<file path="src/rtl/dscope_pkg.sv">
// Shared types and widths for the defectoscope
// slot sequencer and per-channel pulser.
package dscope_pkg;

  localparam int TS_W   = 16;
  localparam int HIT_W  = 8;
  localparam int CNT_W  = 4;
  localparam int HUSH_W = 16;
  localparam int MASK_W = 4;
  localparam int NSLOT  = 4;

  localparam int DEAD_TICKS_DEF = 1;

  typedef enum logic [2:0] {
    CH_IDLE,
    CH_HIT,
    CH_DH,
    CH_GND,
    CH_DG,
    CH_HUSH,
    CH_RX
  } chan_st_e;

  typedef enum logic {
    SQ_IDLE,
    SQ_RUN
  } seq_st_e;

  typedef struct packed {
    logic [MASK_W-1:0] mask;
    logic [HIT_W-1:0]  hit;
    logic [HIT_W-1:0]  gnd;
    logic [CNT_W-1:0]  cnt;
    logic [HUSH_W-1:0] hush;
  } chan_cfg_t;

  // Last tick index of a slot; zero length acts as one.
  function automatic logic [TS_W-1:0] slot_last(
    input logic [TS_W-1:0] ts
  );
    return (ts == '0) ? '0 : ts - 1'b1;
  endfunction

endpackage

</file>
<file path="src/rtl/pulse_chan.sv">
// One pulser channel: latches its slot parameters and
// runs HIT/DH/GND/DG x count, then HUSH, then RX.
// Ports: i_start (slot strobe, latch + launch),
//   i_clr (slot ends / sequencer stops, abort),
//   i_cfg (slot parameters), o_hit/o_gnd (bridge
//   drive), o_hush (blanking), o_rx (receive window).
module pulse_chan
  import dscope_pkg::*;
#(
  parameter int DEAD_TICKS = DEAD_TICKS_DEF
) (
  input  logic              clk,
  input  logic              rst_n,
  input  logic              i_start,
  input  logic              i_clr,
  input  chan_cfg_t         i_cfg,
  output logic [MASK_W-1:0] o_hit,
  output logic [MASK_W-1:0] o_gnd,
  output logic              o_hush,
  output logic              o_rx
);

  localparam logic [HIT_W-1:0] DEAD_M1 =
    HIT_W'(DEAD_TICKS - 1);

  chan_st_e          r_st;
  chan_cfg_t         r_cfg;
  logic [HIT_W-1:0]  r_ph;
  logic [CNT_W-1:0]  r_pl;
  logic [HUSH_W-1:0] r_hc;
  logic [MASK_W-1:0] r_hit;
  logic [MASK_W-1:0] r_gnd;
  logic              r_hush;
  logic              r_rx;

  chan_st_e          w_st;
  chan_cfg_t         w_cfg;
  logic [HIT_W-1:0]  w_ph;
  logic [CNT_W-1:0]  w_pl;
  logic [HUSH_W-1:0] w_hc;
  logic              w_pend;
  logic              w_train;
  logic              w_hush;

  always_ff @(posedge clk or negedge rst_n) begin
    if (!rst_n) begin
      r_st   <= CH_IDLE;
      r_cfg  <= '0;
      r_ph   <= '0;
      r_pl   <= '0;
      r_hc   <= '0;
      r_hit  <= '0;
      r_gnd  <= '0;
      r_hush <= 1'b0;
      r_rx   <= 1'b0;
    end else begin
      r_st   <= w_st;
      r_cfg  <= w_cfg;
      r_ph   <= w_ph;
      r_pl   <= w_pl;
      r_hc   <= w_hc;
      r_hit  <= (w_st == CH_HIT) ? w_cfg.mask : '0;
      r_gnd  <= (w_st == CH_GND) ? w_cfg.mask : '0;
      r_hush <= (w_st == CH_HUSH);
      r_rx   <= (w_st == CH_RX);
    end
  end

  // w_pend: one hit/gnd pulse has just finished.
  // w_train: (re)start a pulse; w_hush: train done.
  always_comb begin
    w_st    = r_st;
    w_cfg   = r_cfg;
    w_ph    = r_ph;
    w_pl    = r_pl;
    w_hc    = r_hc;
    w_pend  = 1'b0;
    w_train = 1'b0;
    w_hush  = 1'b0;
    if (i_clr) begin
      w_st = CH_IDLE;
    end else if (i_start) begin
      w_cfg = i_cfg;
      if (i_cfg.cnt == '0 ||
          (i_cfg.hit == '0 && i_cfg.gnd == '0)) begin
        w_hush = 1'b1;
      end else begin
        w_pl    = i_cfg.cnt - 1'b1;
        w_train = 1'b1;
      end
    end else begin
      unique case (r_st)
        CH_HIT: begin
          if (r_ph == '0) begin
            w_st = CH_DH;
            w_ph = DEAD_M1;
          end else begin
            w_ph = r_ph - 1'b1;
          end
        end
        CH_DH: begin
          if (r_ph != '0) begin
            w_ph = r_ph - 1'b1;
          end else if (r_cfg.gnd != '0) begin
            w_st = CH_GND;
            w_ph = r_cfg.gnd - 1'b1;
          end else begin
            w_pend = 1'b1;
          end
        end
        CH_GND: begin
          if (r_ph == '0) begin
            w_st = CH_DG;
            w_ph = DEAD_M1;
          end else begin
            w_ph = r_ph - 1'b1;
          end
        end
        CH_DG: begin
          if (r_ph == '0) begin
            w_pend = 1'b1;
          end else begin
            w_ph = r_ph - 1'b1;
          end
        end
        CH_HUSH: begin
          if (r_hc == '0) begin
            w_st = CH_RX;
          end else begin
            w_hc = r_hc - 1'b1;
          end
        end
        default: ;
      endcase
      if (w_pend) begin
        if (r_pl == '0) begin
          w_hush = 1'b1;
        end else begin
          w_pl    = r_pl - 1'b1;
          w_train = 1'b1;
        end
      end
    end
    if (w_train) begin
      if (w_cfg.hit != '0) begin
        w_st = CH_HIT;
        w_ph = w_cfg.hit - 1'b1;
      end else begin
        w_st = CH_GND;
        w_ph = w_cfg.gnd - 1'b1;
      end
    end
    if (w_hush) begin
      if (w_cfg.hush == '0) begin
        w_st = CH_RX;
      end else begin
        w_st = CH_HUSH;
        w_hc = w_cfg.hush - 1'b1;
      end
    end
  end

  assign o_hit  = r_hit;
  assign o_gnd  = r_gnd;
  assign o_hush = r_hush;
  assign o_rx   = r_rx;

endmodule

</file>
<file path="src/rtl/slot_pulser.sv">
// Slot sequencer (slot 0..3, per-slot tick length)
// driving four pulse_chan channels.
// Ports: i_enable run request; o_slot to the table,
//   o_slot_start/o_frame_start strobes; i_ts_time_N
//   slot lengths; i_pulse_*_N channel N parameters;
//   o_hit/o_gnd/o_hush/o_rx_N channel N outputs.
module slot_pulser
  import dscope_pkg::*;
#(
  parameter int DEAD_TICKS = DEAD_TICKS_DEF,
  parameter int NCH        = 4
) (
  input  logic              clk,
  input  logic              rst_n,
  input  logic              i_enable,
  output logic [1:0]        o_slot,
  output logic              o_slot_start,
  output logic              o_frame_start,
  input  logic [TS_W-1:0]   i_ts_time_0,
  input  logic [TS_W-1:0]   i_ts_time_1,
  input  logic [TS_W-1:0]   i_ts_time_2,
  input  logic [TS_W-1:0]   i_ts_time_3,
  input  logic [MASK_W-1:0] i_pulse_mask_0,
  input  logic [MASK_W-1:0] i_pulse_mask_1,
  input  logic [MASK_W-1:0] i_pulse_mask_2,
  input  logic [MASK_W-1:0] i_pulse_mask_3,
  input  logic [HIT_W-1:0]  i_pulse_hit_0,
  input  logic [HIT_W-1:0]  i_pulse_hit_1,
  input  logic [HIT_W-1:0]  i_pulse_hit_2,
  input  logic [HIT_W-1:0]  i_pulse_hit_3,
  input  logic [HIT_W-1:0]  i_pulse_gnd_0,
  input  logic [HIT_W-1:0]  i_pulse_gnd_1,
  input  logic [HIT_W-1:0]  i_pulse_gnd_2,
  input  logic [HIT_W-1:0]  i_pulse_gnd_3,
  input  logic [CNT_W-1:0]  i_pulse_count_0,
  input  logic [CNT_W-1:0]  i_pulse_count_1,
  input  logic [CNT_W-1:0]  i_pulse_count_2,
  input  logic [CNT_W-1:0]  i_pulse_count_3,
  input  logic [HUSH_W-1:0] i_pulse_hush_0,
  input  logic [HUSH_W-1:0] i_pulse_hush_1,
  input  logic [HUSH_W-1:0] i_pulse_hush_2,
  input  logic [HUSH_W-1:0] i_pulse_hush_3,
  output logic [MASK_W-1:0] o_hit_0,
  output logic [MASK_W-1:0] o_hit_1,
  output logic [MASK_W-1:0] o_hit_2,
  output logic [MASK_W-1:0] o_hit_3,
  output logic [MASK_W-1:0] o_gnd_0,
  output logic [MASK_W-1:0] o_gnd_1,
  output logic [MASK_W-1:0] o_gnd_2,
  output logic [MASK_W-1:0] o_gnd_3,
  output logic              o_hush_0,
  output logic              o_hush_1,
  output logic              o_hush_2,
  output logic              o_hush_3,
  output logic              o_rx_0,
  output logic              o_rx_1,
  output logic              o_rx_2,
  output logic              o_rx_3
);

  seq_st_e         r_sst;
  logic [1:0]      r_slot;
  logic [TS_W-1:0] r_tc;
  logic            r_ss;
  logic            r_fs;

  seq_st_e         w_sst;
  logic [1:0]      w_slot;
  logic [TS_W-1:0] w_tc;
  logic            w_ss;
  logic            w_end;
  logic [TS_W-1:0] w_ts;
  logic [TS_W-1:0] w_ts_tab [NSLOT];

  chan_cfg_t         w_cfg  [NCH];
  logic [MASK_W-1:0] w_hit  [NCH];
  logic [MASK_W-1:0] w_gnd  [NCH];
  logic              w_hush [NCH];
  logic              w_rx   [NCH];

  assign w_ts_tab[0] = i_ts_time_0;
  assign w_ts_tab[1] = i_ts_time_1;
  assign w_ts_tab[2] = i_ts_time_2;
  assign w_ts_tab[3] = i_ts_time_3;

  assign w_cfg[0] = '{i_pulse_mask_0, i_pulse_hit_0,
    i_pulse_gnd_0, i_pulse_count_0, i_pulse_hush_0};
  assign w_cfg[1] = '{i_pulse_mask_1, i_pulse_hit_1,
    i_pulse_gnd_1, i_pulse_count_1, i_pulse_hush_1};
  assign w_cfg[2] = '{i_pulse_mask_2, i_pulse_hit_2,
    i_pulse_gnd_2, i_pulse_count_2, i_pulse_hush_2};
  assign w_cfg[3] = '{i_pulse_mask_3, i_pulse_hit_3,
    i_pulse_gnd_3, i_pulse_count_3, i_pulse_hush_3};

  assign w_ts  = w_ts_tab[r_slot];
  assign w_end = (r_sst == SQ_RUN) &&
                 (r_tc == slot_last(w_ts));

  always_ff @(posedge clk or negedge rst_n) begin
    if (!rst_n) begin
      r_sst  <= SQ_IDLE;
      r_slot <= '0;
      r_tc   <= '0;
      r_ss   <= 1'b0;
      r_fs   <= 1'b0;
    end else begin
      r_sst  <= w_sst;
      r_slot <= w_slot;
      r_tc   <= w_tc;
      r_ss   <= w_ss;
      r_fs   <= w_ss && (w_slot == 2'd0);
    end
  end

  always_comb begin
    w_sst  = r_sst;
    w_slot = r_slot;
    w_tc   = r_tc + 1'b1;
    w_ss   = 1'b0;
    unique case (r_sst)
      SQ_IDLE: begin
        w_tc = '0;
        if (i_enable) begin
          w_sst  = SQ_RUN;
          w_slot = 2'd0;
          w_ss   = 1'b1;
        end
      end
      SQ_RUN: begin
        if (w_end) begin
          w_tc = '0;
          if (i_enable) begin
            w_slot = r_slot + 2'd1;
            w_ss   = 1'b1;
          end else begin
            w_sst  = SQ_IDLE;
            w_slot = 2'd0;
          end
        end
      end
      default: ;
    endcase
  end

  // Every slot end (advance or stop) aborts the
  // channels, so drives are off in the strobe cycle.
  for (genvar k = 0; k < NCH; k++) begin : g_ch
    pulse_chan #(
      .DEAD_TICKS(DEAD_TICKS)
    ) u_chan (
      .clk     (clk),
      .rst_n   (rst_n),
      .i_start (r_ss),
      .i_clr   (w_end),
      .i_cfg   (w_cfg[k]),
      .o_hit   (w_hit[k]),
      .o_gnd   (w_gnd[k]),
      .o_hush  (w_hush[k]),
      .o_rx    (w_rx[k])
    );
  end

  assign o_slot        = r_slot;
  assign o_slot_start  = r_ss;
  assign o_frame_start = r_fs;

  assign o_hit_0  = w_hit[0];
  assign o_hit_1  = w_hit[1];
  assign o_hit_2  = w_hit[2];
  assign o_hit_3  = w_hit[3];
  assign o_gnd_0  = w_gnd[0];
  assign o_gnd_1  = w_gnd[1];
  assign o_gnd_2  = w_gnd[2];
  assign o_gnd_3  = w_gnd[3];
  assign o_hush_0 = w_hush[0];
  assign o_hush_1 = w_hush[1];
  assign o_hush_2 = w_hush[2];
  assign o_hush_3 = w_hush[3];
  assign o_rx_0   = w_rx[0];
  assign o_rx_1   = w_rx[1];
  assign o_rx_2   = w_rx[2];
  assign o_rx_3   = w_rx[3];

endmodule

</file>
<file path="config.mk">
export PLATFORM = sky130hd
export DESIGN_NAME = slot_pulser
export DESIGN_NICKNAME = d
export VERILOG_FILES = /design/src/rtl/dscope_pkg.sv /design/src/rtl/pulse_chan.sv /design/src/rtl/slot_pulser.sv
export SDC_FILE = /design/constraint.sdc
export NUM_CORES = 1
export LEC_CHECK = 0
export CAP_MARGIN = 0
export CORE_ASPECT_RATIO = 2
export CORE_UTILIZATION = 25
export CTS_BUF_LIST = sky130_fd_sc_hd__clkbuf_16
export DETAILED_ROUTE_END_ITERATION = 12
export MAX_ROUTING_LAYER = met4
export RECOVER_POWER = 100
export SLEW_MARGIN = 10
export SYNTH_ARGS = -nofsm -noshare
export SYNTH_HDL_FRONTEND = slang
export SYNTH_HIERARCHICAL = 1
export SYNTH_SLANG_ARGS = --single-unit
export TNS_END_PERCENT = 50
</file>
<file path="constraint.sdc">
create_clock -name clk -period 6.9 [get_ports clk]
set_clock_uncertainty 0.05 [all_clocks]
set_input_delay 1.38 -clock clk [delete_from_list [all_inputs] [get_ports clk]]
set_output_delay 1.38 -clock clk [all_outputs]
set_load 0.02 [all_outputs]
</file>
=== Word-level counts from Yosys, hierarchy flattened ===
Cells that the tools add are included.

* Add/subtract/negate cells: 35
* Order comparisons: 1
* Eq/ne operators: 61
* Multiplexer cells: 219
* Bitwise operators: 3
* Reduce and logical (&&, ||, !) cells: 73

{| class="wikitable"
|+ Operator list
! kind !! count
|-
| $mux W16 || 28
|-
| $mux W40 || 8
|-
| $mux W8 || 32
|-
| $logic_not A16 Y1 || 9
|-
| $sub A16 B1 Y16 const B || 9
|-
| $sub A8 B1 Y8 const B || 16
|-
| $mux W3 || 36
|-
| $logic_not A8 Y1 || 12
|-
| $mux W4 || 24
|-
| $pmux W8 S3 || 4
|-
| $reduce_bool A8 Y1 || 12
|-
| $mux W1 || 63
|-
| $eq A3 B3 Y1 const B || 16
|-
| $pmux W3 S4 || 4
|-
| $eq A3 B2 Y1 const B || 12
|-
| $bmux W16 S2 || 1
|-
| $logic_not A4 Y1 || 8
|-
| $pmux W16 S2 || 1
|-
| $sub A4 B1 Y4 const B || 8
|-
| $eq A3 B1 Y1 const B || 8
|-
| $mux W2 || 11
|-
| $reduce_and A5 Y1 || 4
|-
| $ne A2 B2 Y1 const B || 9
|-
| $add A16 B1 Y16 const B || 1
|-
| other kinds (18) || 56
|}

* Register bits after elaboration: 345

=== Depth between registers and ports, before layout ===
* Word-level depth: 16
* Gate-level depth with buffers: 32

=== Cells and area by module ===
Netlist, hierarchy kept.

{| class="wikitable"
|+ Modules (own cells, without submodules)
! module !! times used !! cells each !! area each (µm²)
|-
| pulse_chan at g_ch[0].u_chan ... || 2 || 508 || 4700.8
|-
| pulse_chan at g_ch[2].u_chan || 1 || 520 || 4832.1
|-
| pulse_chan at g_ch[3].u_chan || 1 || 501 || 4748.3
|-
| slot_pulser || 1 || 238 || 2220.9
|}

=== Worst setup path after synthesis ===
OpenSTA, ideal clock, no wires.

* Kind: input to register
* Start: input i_ts_time_3[0]
* End: register g_ch[0].u_chan.r_hc[10]
* Setup time: 79 ps
* Arrival time: 7819 ps
* Required time: 6771 ps
* Path slack: -1048 ps
* Stages: 27
* Cells stage by stage: mux4_2 -> inv_1 -> ha_1 -> nand2_1 -> o22ai_1 -> nand4_2 -> xor2_1 -> or4b_1 -> o311a_1 -> or2_1 -> buf_2 -> or4_1 -> nor2_1 -> nor2b_1 -> clkbuf_1 -> buf_1 -> clkbuf_1 -> buf_1 -> mux2i_1 -> ha_1 -> o211ai_1 -> nor4_1 -> nand4_1 -> nand2b_1 -> buf_2 -> buf_2 -> mux2i_1

* Longest elaborated chain between the ends: 11
* Elaborated cells on any way between the ends: 15

{| class="wikitable"
|+ RTL lines
! element !! line !! RTL
|-
| start, declared || slot_pulser.sv:22 || <nowiki>input logic [TS_W-1:0] i_ts_time_3,</nowiki>
|-
| $bmux W16 S2 (*) || slot_pulser.sv:95 || <nowiki>assign w_ts = w_ts_tab[r_slot];</nowiki>
|-
| $mux W16 (not written as such) (*) (2 in a row) || slot_pulser.sv:95 ||
|-
| $sub A16 B1 Y16 or $logic_not A16 Y1 (tied branches) || dscope_pkg.sv:41 || <nowiki>return (ts == '0) ? '0 : ts - 1'b1;</nowiki>
|-
| $mux W16 (*) || dscope_pkg.sv:41 ||
|-
| $eq A16 B16 Y1 (*) || slot_pulser.sv:97 || <nowiki>(r_tc == slot_last(w_ts));</nowiki>
|-
| $logic_and A1 B1 Y1 (*) || slot_pulser.sv:96 || <nowiki>assign w_end = (r_sst == SQ_RUN) &&</nowiki>
|-
| named net w_end || slot_pulser.sv:71 || <nowiki>logic w_end;</nowiki>
|-
| $mux W40 || pulse_chan.sv:80 || <nowiki>if (i_clr) begin</nowiki>
|-
| $sub A16 B1 Y16 or $logic_not A16 Y1 (tied branches) || pulse_chan.sv:158, pulse_chan.sv:154 ||
|-
| $mux W16 || pulse_chan.sv:154 || <nowiki>if (w_cfg.hush == '0) begin</nowiki>
|-
| $mux W16 (*) || pulse_chan.sv:153 || <nowiki>if (w_hush) begin</nowiki>
|-
| named net g_ch[0].u_chan.w_hc[10] || pulse_chan.sv:40 || <nowiki>logic [HUSH_W-1:0] w_hc;</nowiki>
|-
| end signal, assigned || pulse_chan.sv:61 || <nowiki>r_hc <= w_hc;</nowiki>
|-
| end, declared || pulse_chan.sv:30 || <nowiki>logic [HUSH_W-1:0] r_hc;</nowiki>
|}

Mark *: on every way through the listed nets, which the timed path passes. The rest lies on a longest branch. The select of a mux whose other input is x is not followed.
A chain may end at the register's enable or synchronous reset.

==> impl_metrics.sql <==
INSERT INTO impl_metrics (metric_group, metric, value, unit) VALUES
('clock_tree', 'cts_tree', 'built', ''),
('setup_path', 'crit_arrival', '6.93', 'ns'),
('synth', 'distinct_cell_type_count_after_synthesis', '95', ''),
('finish', 'layout.cells.most_common_list', 'dfrtp_1, nand2_1, clkdlybuf4s50_1, nor2_1, mux2i_1', ''),
('floorplanning', 'fp-row-count', '150', ''),
('drt', 'num_vias', '18801', ''),
('grt', 'grt_overflow_total', '0', ''),
('setup_path', 'worst_setup_path_start_kind', 'input port', ''),
('timing', 'period_minus_slack', '6.57', 'ns'),
('hold_path', 'hold_removal_path_class', 'reg -> reg', ''),
('floorplanning', 'design.die.area', '0.0860', 'sq mm'),
('placed_design', 'buffer_ports.inserted', '270', ''),
('finish', 'flip_flop_and_latch_area', '0.00824', 'sq mm'),
('run', 'max_cap_viol_count', '5', ''),
('finish', 'final-instance-count-excl-fill', '3761', ''),
('grt', 'grtUsageTotal', '0.165', ''),
('outcome', 'failing_checks', 'max-capacitance violations, max-slew violations', ''),
('clock_tree', 'worstSkewPairLatency', '0.56', 'ns'),
('finish', 'area_growth_from_synthesis_to_layout', '28.3', '%'),
('timing', 'fin_hold_ws', '0.431', 'ns'),
('synth', 'async_flop_share', '1.00', ''),
('grt', 'grt_pass1_vias', '20057', ''),
('timing', 'post-route-period-util', '0.952', ''),
('power', 'fin_total_pwr', '7.50', 'mW'),
('drt', 'drt_first_iter_violations', '920', ''),
('floorplanning', 'initial_utilization', '0.253', ''),
('setup_path', 'critPathMaxFanout', '7', ''),
('clock_tree', 'htree_num_levels', '2', ''),
('timing', 'setup_repair_after_global_routing_missed_its_margin', 'no', ''),
('finish', 'most_common_cell_after_layout_fill_and_taps_aside', 'dfrtp_1', ''),
('outcome', 'outcome', 'finished, violations left', ''),
('timing', 'fmax', '152', 'MHz'),
('finish', 'nets', '2914', ''),
('timing', 'timing.slew.headroom', '-1.26', ''),
('finish', 'area_of_the_multi_input_gates', '0.0120', 'sq mm'),
('setup_path', 'worstSetupEndpointType', 'flop', ''),
('floorplanning', 'io-pin-count', '271', ''),
('finish', 'final_design_utilization', '0.325', ''),
('clock_tree', 'tritoncts_num_sinks', '329', ''),
('grt', 'antenna_violations_before_repair', '14', ''),
('grt', 'grt_start_max_net_pins', '140', ''),
('power', 'power.static_leakage', '11.9', 'nW'),
('synth', 'synth_enable_flop_cells', '0', ''),
('drt', 'route.final.wire_length', '69200', 'um'),
('synth', 'synth_seq_area_share', '0.388', ''),
('drt', 'route.antenna.remaining_nets', '0', ''),
('clock_tree', 'cts_buffers', '38', ''),
('timing', 'setup_viol', '0', ''),
('drt', 'avgViaCountPerCell', '5.00', ''),
('clock_tree', 'cts.repair.resized', '0', ''),
('clock_tree', 'cts.reportedPaths.clkPinSlew', '0.08', 'ns'),
('clock_tree', 'clk_path_buf_depth', '3', ''),
('timing', 'report.final.hold_viol_count', '0', ''),
('floorplanning', 'coreArea', '0.0837', 'sq mm'),
('clock_tree', 'holdBufCountCts', '0', ''),
('synth', 'synthesis.yosys.warnings', '6', ''),
('floorplanning', 'floorplan.die.width', '208', 'um'),
('drt', 'drt-wirelength-per-cell', '18.4', 'um'),
('floorplanning', 'die_height', '414', 'um'),
('power', 'pwr_density_cell', '276', 'mW/mm^2'),
('timing', 'worstMarginPinSlew', '3.39', 'ns'),
('placed_design', 'post-dp-hpwl', '54200', 'um'),
('synth', 'dominantRegCellSynth', 'dfrtp_1', ''),
('synth', 'syn-num-nets', '2536', ''),
('synth', 'syn-instance-count', '2275', ''),
('placed_design', 'finalWeightedCongestion', '0.929', ''),
('timing', 'slew_viol_final', '392', ''),
('finish', 'post_route_cells_drive_above_1_share', '0.101', ''),
('power', 'worst_ir_drop_vdd', '137', 'uV'),
('setup_path', 'critical_path_class', 'in -> reg', ''),
('synth', 'post_synthesis_sequential_element_count', '329', ''),
('grt', 'first_pass_grt_wire_length', '108000', 'um'),
('synth', 'synth.avg_cell_area', '9.32', 'sq um'),
('drt', 'drtPass1Iterations', '5', ''),
('clock_tree', 'postCtsSetupBuffers', '0', ''),
('drt', 'drcViolationCount', '0', ''),
('setup_path', 'worst_ep_required_time', '7.27', 'ns'),
('clock_tree', 'ctsRootBufferMaster', 'clkbuf_16', ''),
('finish', 'layout.filler_cells', '8672', ''),
('placed_design', 'dpl.cell_count', '3677', ''),
('synth', 'syn_area', '0.0212', 'sq mm');
## path summary, 6_finish.rpt
path                       cells past startpoint                                  to  slack (ns)                                from
setup / recovery                              22  g_ch[3].u_chan/r_ph[6]$_DFFE_PN0P_        0.33                      i_ts_time_2[1]
hold / removal                                 2  g_ch[2].u_chan/r_cfg[38]$_DFF_PN0_        0.43  g_ch[2].u_chan/r_cfg[38]$_DFF_PN0_
setup reg to reg                              21  g_ch[3].u_chan/r_ph[6]$_DFFE_PN0P_        0.76                 o_slot[1]$_DFF_PN0_
hold reg to reg                                2  g_ch[2].u_chan/r_cfg[38]$_DFF_PN0_        0.43  g_ch[2].u_chan/r_cfg[38]$_DFF_PN0_
max in group asynchronous                      2              o_slot_start$_DFF_PN0_        1.16                               rst_n
min in group asynchronous                      1  g_ch[2].u_chan/r_cfg[11]$_DFF_PN0_        1.92                               rst_n
## area by class of cell
class | instances | share of cell area
Antenna cell | 15 | 0.00138
Clock buffer | 39 | 0.0359
Clock inverter | 30 | 0.0111
Inverter | 131 | 0.0181
Multi-Input combinational cell | 1722 | 0.441
Sequential cell | 329 | 0.303
Tap cell | 1064 | 0.0489
Timing Repair Buffer | 431 | 0.141
## stage by stage
step	setup TNS, ns	setup WS, ns	cell area, sq um
after detailed placement	-1.65	-0.139	26200
after global routing	0	0.0906	27200
after global placement	-0.116	-0.0745	26200
after floorplan	0	0.0111	21300
after CTS	0	0.471	27500
final	0	0.332	27200
## layer usage
metal,vias to the layer above,GRT usage,share of wire
li1,8964,-,-
met1,9147,0.152,0.35
met2,510,0.319,0.55
met3,180,0.0290,0.045
met4,0,0.0877,0.050
met5,-,-,0
## kinds of logic (layout without fill, tap and decap cells)
family          Yosys count  in the layout  synth area share
compound gates          352            352             0.115
mux                     214            214             0.114
xor+xnor                202            202            0.0841
flops                   329            329             0.388
simple gates            920            920             0.233
buf+inv                 224            631            0.0450
fa+ha+maj                34             34            0.0201
other cells               0             15                 0
## power breakdown
| part | switching (mW) | internal (mW) | total [mW] | leakage (nW) |
|---|---|---|---|---|
| Sequential | 0.456 | 2.36 | 2.81 | 4.18 |
| Clock | 0.922 | 1.23 | 2.15 | 0.629 |
| Combinational | 1.39 | 1.15 | 2.54 | 7.14 |
| Total | 2.77 | 4.73 | 7.50 | 11.9 |
## critical path: stages
cell,delay [ns]
clkdlybuf4s50_1,0.41
mux4_2,0.48
inv_2,0.06
ha_1,0.18
nand2_1,0.07
o22ai_2,0.23
nand4_2,0.15
xor2_1,0.19
or4b_1,0.54
o311a_1,0.15
or2_1,0.25
or4_4,0.43
nor2_4,0.16
buf_12,0.15
nand2b_1,0.15
clkbuf_1,0.26
clkbuf_1,0.35
mux2_1,0.38
a221o_1,0.35
nor4b_2,0.32
xor2_1,0.18
o22ai_1,0.09
## Yosys cell counts, types with 45 or more instances
library cell  instances  area share
nand3_1              59       0.014
nand2_1             245       0.043
xor2_1               84       0.035
inv_1               130       0.023
nor2_1              193       0.034
a21oi_1              66       0.016
mux2i_1             167       0.079
o21ai_0              80       0.019
dfrtp_1             329        0.39
nor4_1               59       0.017
xnor2_1             117       0.048
clkbuf_1             46      0.0081
nand4_1              45       0.013
nor3_1               72       0.017
## state kept, by name, summed over array words and instances, names as in the netlist
| register | count |
|---|---|
| g_ch.u_chan/r_cfg | 144 |
| g_ch.u_chan/r_hc | 64 |
| g_ch.u_chan/r_ph | 32 |
| g_ch.u_chan/o_gnd | 16 |
| g_ch.u_chan/o_hit | 16 |
| g_ch.u_chan/r_pl | 16 |
| r_tc | 16 |
| g_ch.u_chan/r_st | 12 |
| g_ch.u_chan/o_hush | 4 |
| g_ch.u_chan/o_rx | 4 |
| o_slot | 2 |
| o_frame_start | 1 |
| o_slot_start | 1 |
| r_sst | 1 |
Power figures use the tool's default switching activity.
